**config.mk**
```make
export PLATFORM = sky130hd
export DESIGN_NAME = demux_l2_sched
export DESIGN_NICKNAME = d
export VERILOG_FILES = /design/src/rtl/demux_l2_sched.sv
export SDC_FILE = /design/constraint.sdc
export NUM_CORES = 1
export LEC_CHECK = 0
export ABC_AREA = 1
export BUFFER_PORTS_ARGS = -buffer_cell sky130_fd_sc_hd__buf_2
export CAP_MARGIN = 20
export CORE_ASPECT_RATIO = 2
export CORE_MARGIN = 2
export CORE_UTILIZATION = 25
export CTS_BUF_LIST = sky130_fd_sc_hd__clkbuf_8
export DETAILED_ROUTE_END_ITERATION = 6
export GPL_ROUTABILITY_DRIVEN = 0
export PLACE_DENSITY = 0.41
export SKIP_LAST_GASP = 1
export SYNTH_ARGS = -nofsm -noshare
export SYNTH_HDL_FRONTEND = slang
export SYNTH_SLANG_ARGS = --single-unit
```
**constraint.sdc**
```tcl
create_clock -name clk_4f -period 2.25 [get_ports clk_4f]
set_input_delay 0.1125 -clock clk_4f [delete_from_list [all_inputs] [get_ports clk_4f]]
set_output_delay 0.1125 -clock clk_4f [all_outputs]
set_load 0.02 [all_outputs]
```
**src/rtl/demux_l2_sched.sv**
```systemverilog
// L2 1-to-2 byte demux lane scheduler (clk_4f domain): alternates accepted bytes
// between two per-lane FIFOs and realigns the lane phase to lane 0 after a long idle gap.
module demux_l2_sched #(
  parameter int DATA_W   = 8,
  parameter int DEPTH    = 2,
  parameter int IDLE_MAX = 15
) (
  input  logic              clk_4f,
  input  logic              reset_L,
  input  logic              valid,
  input  logic [DATA_W-1:0] data_in0_demuxL2,
  output logic              in_ready,
  input  logic              ready0,
  input  logic              ready1,
  output logic              validout0,
  output logic              validout1,
  output logic [DATA_W-1:0] dataout0_demuxL2,
  output logic [DATA_W-1:0] dataout1_demuxL2,
  output logic              lane_sel,
  output logic              err_drop
);

  localparam int AW = $clog2(DEPTH);
  localparam int PW = AW + 1;
  localparam logic [7:0] IDLE_LAST = 8'(IDLE_MAX - 1);

  typedef enum logic [1:0] {S_IDLE, S_L0, S_L1} state_t;

  state_t            state, state_d;
  logic [7:0]        idle_cnt, idle_cnt_d;
  logic [DATA_W-1:0] mem [2][DEPTH];
  logic [PW-1:0]     wr_ptr [2];
  logic [PW-1:0]     rd_ptr [2];
  logic [1:0]        full, empty, push, pop;
  logic              acc;

  // Extra pointer MSB separates full from empty when the low bits match.
  always_comb begin
    full  = '0;
    empty = '0;
    for (int i = 0; i < 2; i++) begin
      empty[i] = (wr_ptr[i] == rd_ptr[i]);
      full[i]  = (wr_ptr[i][PW-1] != rd_ptr[i][PW-1]) &&
                 (wr_ptr[i][AW-1:0] == rd_ptr[i][AW-1:0]);
    end
  end

  assign lane_sel  = (state == S_L1);
  assign in_ready  = !full[lane_sel];
  assign acc       = valid & in_ready;
  assign push      = acc ? (lane_sel ? 2'b10 : 2'b01) : 2'b00;
  assign validout0 = !empty[0];
  assign validout1 = !empty[1];
  assign pop       = {validout1 & ready1, validout0 & ready0};

  assign dataout0_demuxL2 = empty[0] ? '0 : mem[0][rd_ptr[0][AW-1:0]];
  assign dataout1_demuxL2 = empty[1] ? '0 : mem[1][rd_ptr[1][AW-1:0]];

  // NOTE: storage is left unreset; the empty flag masks stale contents on the outputs.
  always_ff @(posedge clk_4f) begin
    for (int i = 0; i < 2; i++)
      if (push[i]) mem[i][wr_ptr[i][AW-1:0]] <= data_in0_demuxL2;
  end

  // NOTE: sequential state uses non-blocking assignments so every register
  // samples pre-edge values regardless of statement order.
  always_ff @(posedge clk_4f or negedge reset_L) begin
    if (!reset_L) begin
      state    <= S_IDLE;
      idle_cnt <= '0;
      err_drop <= 1'b0;
      for (int i = 0; i < 2; i++) begin
        wr_ptr[i] <= '0;
        rd_ptr[i] <= '0;
      end
    end else begin
      state    <= state_d;
      idle_cnt <= idle_cnt_d;
      if (valid && !in_ready) err_drop <= 1'b1;
      for (int i = 0; i < 2; i++) begin
        if (push[i]) wr_ptr[i] <= wr_ptr[i] + 1'b1;
        if (pop[i])  rd_ptr[i] <= rd_ptr[i] + 1'b1;
      end
    end
  end

  // NOTE: defaults first so no path through the case leaves a variable unassigned (no latches).
  always_comb begin
    state_d    = state;
    idle_cnt_d = idle_cnt;
    case (state)
      S_IDLE: begin
        idle_cnt_d = '0;
        if (acc) state_d = S_L1;
      end
      S_L0, S_L1: begin
        if (valid) begin
          // A dropped byte still counts as activity; only an accept advances the phase.
          idle_cnt_d = '0;
          if (acc) state_d = (state == S_L0) ? S_L1 : S_L0;
        end else if (idle_cnt == IDLE_LAST) begin
          state_d    = S_IDLE;
          idle_cnt_d = '0;
        end else begin
          idle_cnt_d = idle_cnt + 8'd1;
        end
      end
      default: begin
        state_d    = S_IDLE;
        idle_cnt_d = '0;
      end
    endcase
  end

endmodule

```
* Word level (Yosys, flattened, before mapping)
Memories as Yosys holds them, arrays and structs flattened.
Cells that the tools add are included.
** Word-level totals
- Flip-flop bits (word level) :: 19
- Bits in writable memories :: 32
- Output and inout bits :: 21
- Memories :: 1
** Operators by class
- $add $sub $neg :: 5
- $lt $le $gt $ge :: 7
- Equality and inequality tests :: 12
- Mux-type cells :: 32
- Bitwise logic cells :: 7
- Reduce and logical (&&, ||, !) cells :: 12
** Memories
- mem :: depth 2, bits a word 16, rd ports 2, clocked after memory_dff 0, write ports 1, RTL line 31 : logic [DATA_W-1:0] mem [2][DEPTH];
** Operators with widths (number)
- 8-bit two-way mux :: 13
- 16-bit two-way mux :: 4
- 8-bit demux with 1-bit select :: 2
- 16-bit OR reduction :: 1
- 2-bit two-way mux :: 7
- 2-bit by 1-bit adder with 2-bit output, second input constant :: 4
- 8-bit by 1-bit adder with 8-bit output, second input constant :: 1
- 8-bit by 4-bit == test with 1-bit output, second input constant :: 1
- 2-bit greater-or-equal comparator, second input constant :: 4
- 1-bit inverter with 2-bit output :: 4
- 3-bit != test, second input constant :: 2
- 1-bit logical AND :: 5
- 1-bit two-way mux :: 5
- 2-bit == test :: 2
- 2-bit by 1-bit < comparator with 1-bit output, second input constant :: 2
- 2-bit one-hot mux with 2 select lines :: 1
- 1-bit bitwise AND :: 3
- 1-bit logical NOT :: 3
- 3-bit AND reduction :: 1
- 1-bit == test :: 2
- 2-bit by 1-bit == test with 1-bit output, second input constant :: 1
- 2-bit == test, second input constant :: 1
- 2-bit logical NOT :: 1
- 1-bit by 2-bit < comparator with 1-bit output, second input constant :: 1
- other kinds (3) :: 4

* Longest topological paths before layout
Gate-level depths: netlist of the first run.
- Word-level depth :: 11
- Mapped depth :: 8
- Depth with buffers taken out :: 8

* Worst setup path before layout of the first run
No wires, ideal clock.
- Kind :: register to register
- From :: register state[0]
- To :: memory mem[0][10] (netlist bit) (enable)
- Data arrival time :: 1.435 ns
- Required time :: 1.880 ns
- Setup slack :: 0.445 ns
- Cell stages (with the launch flop) :: 6
- Period minus slack after synthesis :: 1.805 ns
- Cells stage by stage :: dfrtp_1 inv_1 ha_1 inv_1 nand3_4 nor2_1
** Between the ends
- Longest elaborated chain between the ends :: 10
- Elaborated cells between the ends (all ways) :: 14
- Classes of those cells :: eq/ne (1); mux (10); bitwise (1); reduce/logical (2)
** RTL lines
- start, declared :: RTL line 29 : state_t state, state_d;
- start signal, assigned :: RTL line 77 : state <= state_d;
- 2-bit == test * :: RTL line 48 : assign lane_sel = (state == S_L1);
- via lane_sel :: RTL line 19 : output logic lane_sel,
- 1-bit two-way mux (implied by the code) (2 in series) :: RTL line 49 : assign in_ready = !full[lane_sel];
- 1-bit logical NOT :: RTL line 49
- 1-bit bitwise AND :: RTL line 50 : assign acc = valid & in_ready;
- 2-bit two-way mux * :: RTL line 51 : assign push = acc ? (lane_sel ? 2'b10 : 2'b01) : 2'b00;
- 1-bit two-way mux :: RTL line 62 : if (push[i]) mem[i][wr_ptr[i][AW-1:0]] <= data_in0_demuxL2;
- 16-bit two-way mux (implied by the code) :: RTL line 62
- 16-bit OR reduction (no source line)
- 1-bit two-way mux (no source line) or 16-bit two-way mux (tied branches)
- end, declared :: RTL line 31
The timed path passes the listed nets; every way through them passes the cells marked *. The select of a mux whose other input is x is not followed.

* Worst setup path in the final report of the first run
- From :: register rd_ptr[2] (netlist bit)
- To :: output dataout0_demuxL2[1]
** Between the ends
- Longest elaborated chain between the ends :: 5
- Elaborated cells between the ends (all ways) :: 6
- Classes of those cells :: eq/ne (1); mux (4); bitwise (1)
** RTL lines
- start, declared :: RTL line 33 : logic [PW-1:0] rd_ptr [2];
- start signal, assigned by index :: RTL line 82 : if (pop[i]) rd_ptr[i] <= rd_ptr[i] + 1'b1;
- 1-bit inverter with 2-bit output (implied by the code) :: RTL line 56 : assign dataout0_demuxL2 = empty[0] ? '0 : mem[0][rd_ptr[0][AW-1:0]];
- 8-bit two-way mux (implied by the code) (3 in series) :: RTL line 56
- 8-bit two-way mux * :: RTL line 56
- end, declared :: RTL line 17 : output logic [DATA_W-1:0] dataout0_demuxL2,
Every way passes the cells marked *; elsewhere a longest branch is shown, timed or not. The select of a mux whose other input is x is not followed.

==> results.sh, run 1 <==
export IMPL_status="finished, final reports clean"
export IMPL_ant_nets=0
export IMPL_place_hpwl_mm=4.30
export IMPL_worstSkewPairLatency_ns=0.31
export IMPL_clock_sinks=51
export IMPL_num_vias=1610
export IMPL_grt_pass1_wl_mm=8.64
export IMPL_netlist_area_leader_share=0.407
export IMPL_post_cts_buffers=0
export IMPL_die_h_um=141
export IMPL_cts_max_path_buffers=2
export IMPL_p_per_area_mw_per_mm2=1390
export IMPL_io_pins=34
export IMPL_syn_area_mm2=0.00236
export IMPL_critPathCaptureType="output pin"
export IMPL_synthTopCellsByArea="edfxtp_1 (41%), dfrtp_1 (20%), nand2_1 (8.6%)"
export IMPL_hold_slack_ns=0.0501
export IMPL_grt_usage=0.114
export IMPL_setup_tns_ns=0
export IMPL_finClkSkew_ns=0.00537
export IMPL_vias_per_cell=4.36
export IMPL_p_leak_nw=1.18
export IMPL_ys_seq_area_frac=0.608
export IMPL_cp_start_kind="flip-flop"
export IMPL_core_area_mm2=0.00926
export IMPL_hold_violations=0
export IMPL_antenna_found_initial=0
export IMPL_cts_root_buf="clkbuf_8"
export IMPL_synth_nets=243
export IMPL_gr_total_overflow=0
export IMPL_cp_arrival_ns=1.79
export IMPL_synth_warnings=0
export IMPL_cts_buffers=5
export IMPL_yosys_register_bits=51
export IMPL_die_w_um=72.7
export IMPL_yosys_area_top_type="edfxtp_1"
export IMPL_layout_commonest_cell="nand2_1"
export IMPL_drt_initial_drc_count=64
export IMPL_rsz0062_at_grt="no"
export IMPL_grt_pass1_vias=1682
export IMPL_vdd_drop_max_v=0.000406
export IMPL_hold_path_class="in2reg"
export IMPL_slew_headroom=0.681
export IMPL_path_class="reg2out"
export IMPL_drc=0
export IMPL_slew_viol_final=0
export IMPL_wl_per_cell_um=14.6
export IMPL_area_growth_pct=17.3
export IMPL_synth_avg_cell_area_um2=10.5
export IMPL_io_buffers=33
export IMPL_max_clock_freq_mhz=525
export IMPL_grt_max_degree=20
export IMPL_htreeDepth=2
export IMPL_tightestPinTransition_ns=0.479
export IMPL_clkTransAtPathRegs_ns=0.10
export IMPL_setup_viol_count_final=0
export IMPL_place_ws_ns=0.531
export IMPL_fin_crit_sh=0.847
export IMPL_min_period_ns=1.91
export IMPL_dieArea_mm2=0.0103
export IMPL_yosysUniqueCellTypes=24
export IMPL_drt_pre_antenna_iters=4
export IMPL_drv_cap=0
export IMPL_required_ns=2.14
export IMPL_cts_tree="done"
export IMPL_nNetsFinal=283
export IMPL_start_util=0.255
export IMPL_fill_cells=993
export IMPL_antenna_cells=0
export IMPL_syn_inst=224
export IMPL_cp_max_fo=11
export IMPL_drive_gt1_frac=0.275
export IMPL_setup_ws_ns=0.344
export IMPL_layout_common_cells="nand2_1 (54), buf_2 (33), edfxtp_1 (32)"
export IMPL_wirelength_mm=5.38
export IMPL_rows=50
sequential cells by signal, summed over array words and instances, names as in the netlist:
| register | flops |
|---|---|
| err_drop | 1 |
| idle_cnt | 8 |
| mem | 32 |
| rd_ptr | 4 |
| state | 2 |
| wr_ptr | 4 |
where the power goes:
part           switching (mW)  leakage (nW)  internal (mW)
Sequential              0.160         0.533           1.23
Combinational            1.24         0.593          0.566
Clock                   0.319        0.0581          0.332
path summary, 6_finish.rpt:
path,slack (ns),end,depth (start not counted),start
hold / removal,0.05,mem[0][31],1,data_in0_demuxL2[7]
min in group asynchronous,0.28,idle_cnt[6],2,reset_L
setup / recovery,0.34,dataout0_demuxL2[1],7,rd_ptr[2]
max in group asynchronous,1.64,rd_ptr[0],2,reset_L
setup reg to reg,0.53,mem[0][13],7,rd_ptr[2]
hold reg to reg,0.49,err_drop,1,err_drop
per-stage QoR:
step / std cells / cell area [um2] / util / power [mW]
floorplan: 224 / 2360 / - / 2.73
global placement: 360 / 2650 / 0.286 / 3.26
detailed placement: 360 / 2650 / 0.286 / 3.27
CTS: 369 / 2770 / 0.299 / 3.94
global route: 369 / 2770 / 0.299 / 4.15
finish: 369 / 2770 / 0.299 / 3.84
kinds of logic (layout without fill, tap and decap cells):
kind of cell / after synthesis / count (layout) / share of synthesized area
DFF: 51 / 51 / 0.608
adders and majority gates: 6 / 6 / 0.0318
AOI/OAI and AO/OA: 27 / 27 / 0.0598
xor gates and xnor gates: 5 / 5 / 0.0185
and+or+nand+nor: 106 / 106 / 0.228
buffers and inverters: 29 / 70 / 0.0535
synthesized netlist by cell type:
cell type	n
a21oi_1	22
buf_2	2
buf_6	2
dfrtp_1	19
edfxtp_1	32
ha_1	6
inv_1	18
inv_2	7
nand2_1	54
nand2_2	9
nand2_4	4
nand3_1	11
nand3_2	2
nand3_4	3
nand4_1	1
nor2_1	14
nor2_2	2
nor2_4	1
nor3_1	5
o21ai_0	1
o21ai_1	3
o21bai_2	1
xnor2_1	1
xor2_1	4
critical path, cell delays in order (launching register included):
cell     delay, ns
dfrtp_1       0.60
inv_2         0.18
nand2_2       0.12
nand2_4       0.07
nand3_4       0.09
inv_2         0.09
a21oi_1       0.14
buf_2         0.19
repair_timing:
| item | CTS | global route |
|---|---|---|
| hold endpoints to repair | 19 | 0 |
| hold buffers | 1 | 0 |
| gates resized for setup | 0 | 0 |
layer usage:
layer	global-route usage	up-vias	wire, um
met2	0.226	25	3330
met4	0.0468	0	104
met3	0.0199	7	169
met1	0.108	765	1770
li1	-	813	-
met5	0	-	0
area by class of cell:
class / count / area [um2] / area share
Tap cell: 104 / 130 / 0.0470
Inverter: 25 / 93.8 / 0.0339
Sequential cell: 51 / 1440 / 0.519
Clock inverter: 3 / 43.8 / 0.0158
Multi-Input combinational cell: 144 / 800 / 0.289
Timing Repair Buffer: 37 / 198 / 0.0714
Clock buffer: 5 / 68.8 / 0.0248
Power figures use the tool's default switching activity.
==> inputs of run 2 (changes only) <==
Clock period 2.25 ns to 1.79 ns, I/O delays scaled along.
==> run 2 against run 1 <==
Net effect: largest power group unchanged; first-iteration DRC count grew 38%; highest routed layer unchanged; critical path type unchanged; clock power is 25% higher; global-route usage is 0.59 points lower.
==> results.sh, run 2 (synthesis results as in run 1) <==
export IMPL_die_h_um=141
export IMPL_p_per_area_mw_per_mm2=1730
export IMPL_layout_commonest_cell="nand2_1"
export IMPL_cp_arrival_ns=1.52
export IMPL_drive_gt1_frac=0.295
export IMPL_r2r_end="mem[0][1]"
export IMPL_grt_pass1_wl_mm=8.23
export IMPL_swShare=0.442
export IMPL_num_vias=1639
export IMPL_met2_usage=0.209
export IMPL_min_path_cells=1
export IMPL_setup_tns_ns=0
export IMPL_vias_per_cell=4.37
export IMPL_io_buffers=33
export IMPL_drt_initial_drc_count=88
export IMPL_grt_pass1_vias=1677
export IMPL_hold_violations=0
export IMPL_area_growth_pct=19.5
export IMPL_hold_path_class="in2reg"
export IMPL_status="finished, final reports clean"
export IMPL_cp_start_kind="flip-flop"
export IMPL_wirelength_mm=5.12
export IMPL_grt_usage=0.108
export IMPL_layout_common_cells="nand2_1 (54), buf_2 (33), edfxtp_1 (32)"
export IMPL_tightestPinTransition_ns=0.484
export IMPL_ant_nets=0
export IMPL_p_clk_frac=0.166
export IMPL_worstSkewPairLatency_ns=0.31
export IMPL_cp_max_fo=8
export IMPL_finalPower_mw=4.89
export IMPL_rsz0062_at_grt="no"
export IMPL_max_clock_freq_mhz=620
export IMPL_drc=0
export IMPL_start_util=0.255
export IMPL_multi_input_area_um2=802
export IMPL_rows=50
export IMPL_path_class="reg2out"
export IMPL_min_to="mem[0][19]"
export IMPL_nNetsFinal=289
export IMPL_busiest_layer="met2"
export IMPL_wl_per_cell_um=13.7
export IMPL_p_leak_nw=1.21
export IMPL_power_internal_mw=2.73
export IMPL_fill_cells=975
export IMPL_critical_path_max_stage_delay_ns=0.47
export IMPL_antenna_found_initial=0
export IMPL_min_period_ns=1.61
export IMPL_fin_crit_sh=0.902
export IMPL_cts_root_buf="clkbuf_8"
export IMPL_reg2reg_depth=5
export IMPL_io_pins=34
export IMPL_cts_buffers=5
export IMPL_seq_power_share=0.348
export IMPL_vdd_drop_max_v=0.000454
export IMPL_critPathCaptureType="output pin"
export IMPL_cts_max_path_buffers=2
export IMPL_register_area_mm2=0.00144
export IMPL_hp_start="data_in0_demuxL2[3]"
export IMPL_slew_headroom=0.677
export IMPL_clock_sinks=51
export IMPL_power_switching_mw=2.16
export IMPL_slowest_stage="dfrtp_2"
export IMPL_worstReg2RegStart="state[0]"
export IMPL_post_cts_buffers=0
export IMPL_drv_cap=0
export IMPL_place_hpwl_mm=3.96
export IMPL_core_area_mm2=0.00926
export IMPL_grt_max_degree=20
export IMPL_finClkSkew_ns=0.00808
export IMPL_r2r_setup_slack_ns=0.24
export IMPL_antenna_cells=0
export IMPL_gr_total_overflow=0
export IMPL_cts_tree="done"
export IMPL_place_ws_ns=0.180
export IMPL_clkTransAtPathRegs_ns=0.10
export IMPL_met3_usage=0.0263
export IMPL_drt_pre_antenna_iters=2
export IMPL_dieArea_mm2=0.0103
export IMPL_slew_viol_final=0
export IMPL_crit_chain="inv_1 -> nand2_2 -> nand2_4 -> nand3_2 -> inv_2 -> a21oi_1 -> buf_2"
export IMPL_htreeDepth=2
export IMPL_die_w_um=72.7
export IMPL_setup_ws_ns=0.176
export IMPL_required_ns=1.70
export IMPL_power_frac_comb=0.486
export IMPL_largest_reg_flops=32
export IMPL_setup_viol_count_final=0
export IMPL_grtUsageMet1=0.0971
run 2: cell types whose count changed in the layout (fill, tap and decap cells not counted):
cell and change:
buf_4 +4, dlygate4sd3_1 +2, dfrtp_1 -1, dfrtp_2 +1
inv_1 -1, inv_2 +1, nor2_1 -1, nor2_2 +1
run 2: power by group through the flow:
| stage | sequential [mW] | combinational, mW | clock [mW] |
|---|---|---|---|
| 2_1_floorplan | 1.68 | 1.76 | 0 |
| 3_3_place_gp | 1.73 | 2.41 | 0 |
| 3_5_place_dp | 1.73 | 2.42 | 0 |
| 4_1_cts | 1.71 | 2.44 | 0.858 |
| 5_1_grt | 1.74 | 2.63 | 0.899 |
| 6_report | 1.70 | 2.37 | 0.814 |
run 2: metrics by stage:
step | cells | hold slack, ns | area (um2) | utilization
6_report | 375 | 0.0314 | 2820 | 0.305
2_1_floorplan | 224 | -0.206 | 2360 | -
3_3_place_gp | 364 | 0.0868 | 2680 | 0.289
3_5_place_dp | 364 | 0.0867 | 2680 | 0.289
5_1_grt | 375 | 0.0158 | 2820 | 0.305
4_1_cts | 373 | 0.00284 | 2800 | 0.303
run 2: layout make-up:
cell class,count,share of cell area
repair buffers,43,0.0877
clock buffers,5,0.0244
clock inverters,3,0.0155
well taps,104,0.0461
flip-flops and latches,51,0.509
multi-input cells,144,0.284
inverters,25,0.0332
run 2: worst max-delay path by stage:
stage / slack [ns] / start / end / cells after the start
after floorplan: 0.06 / state[0] / mem[0][24] / 4
after global placement: 0.23 / state[0] / mem[0][10] / 6
after detailed placement: 0.18 / state[0] / mem[0][6] / 5
after CTS: 0.06 / rd_ptr[0] / dataout1_demuxL2[4] / 7
after global routing: 0.03 / rd_ptr[0] / dataout1_demuxL2[2] / 7
final: 0.18 / rd_ptr[0] / dataout1_demuxL2[7] / 7
run 2: metal layers:
| metal | vias up | wire length, um |
|---|---|---|
| met5 | - | 0 |
| met4 | 0 | 182 |
| met3 | 9 | 190 |
| met2 | 31 | 2970 |
| met1 | 771 | 1780 |
| li1 | 828 | - |
run 2: repair_timing:
action	in CTS	in global routing
hold buffers	1	2
endpoints found under the hold margin	19	4
setup endpoints to repair	0	9
resized for setup	0	2
run 2: worst max-delay path: cells and delay by family, from the launching register on:
| kind | cells | cell delay (ns) |
|---|---|---|
| AOI/OAI and AO/OA | 1 | 0.06 |
| buffers and inverters | 3 | 0.42 |
| DFF | 1 | 0.47 |
| and+or+nand+nor | 3 | 0.27 |
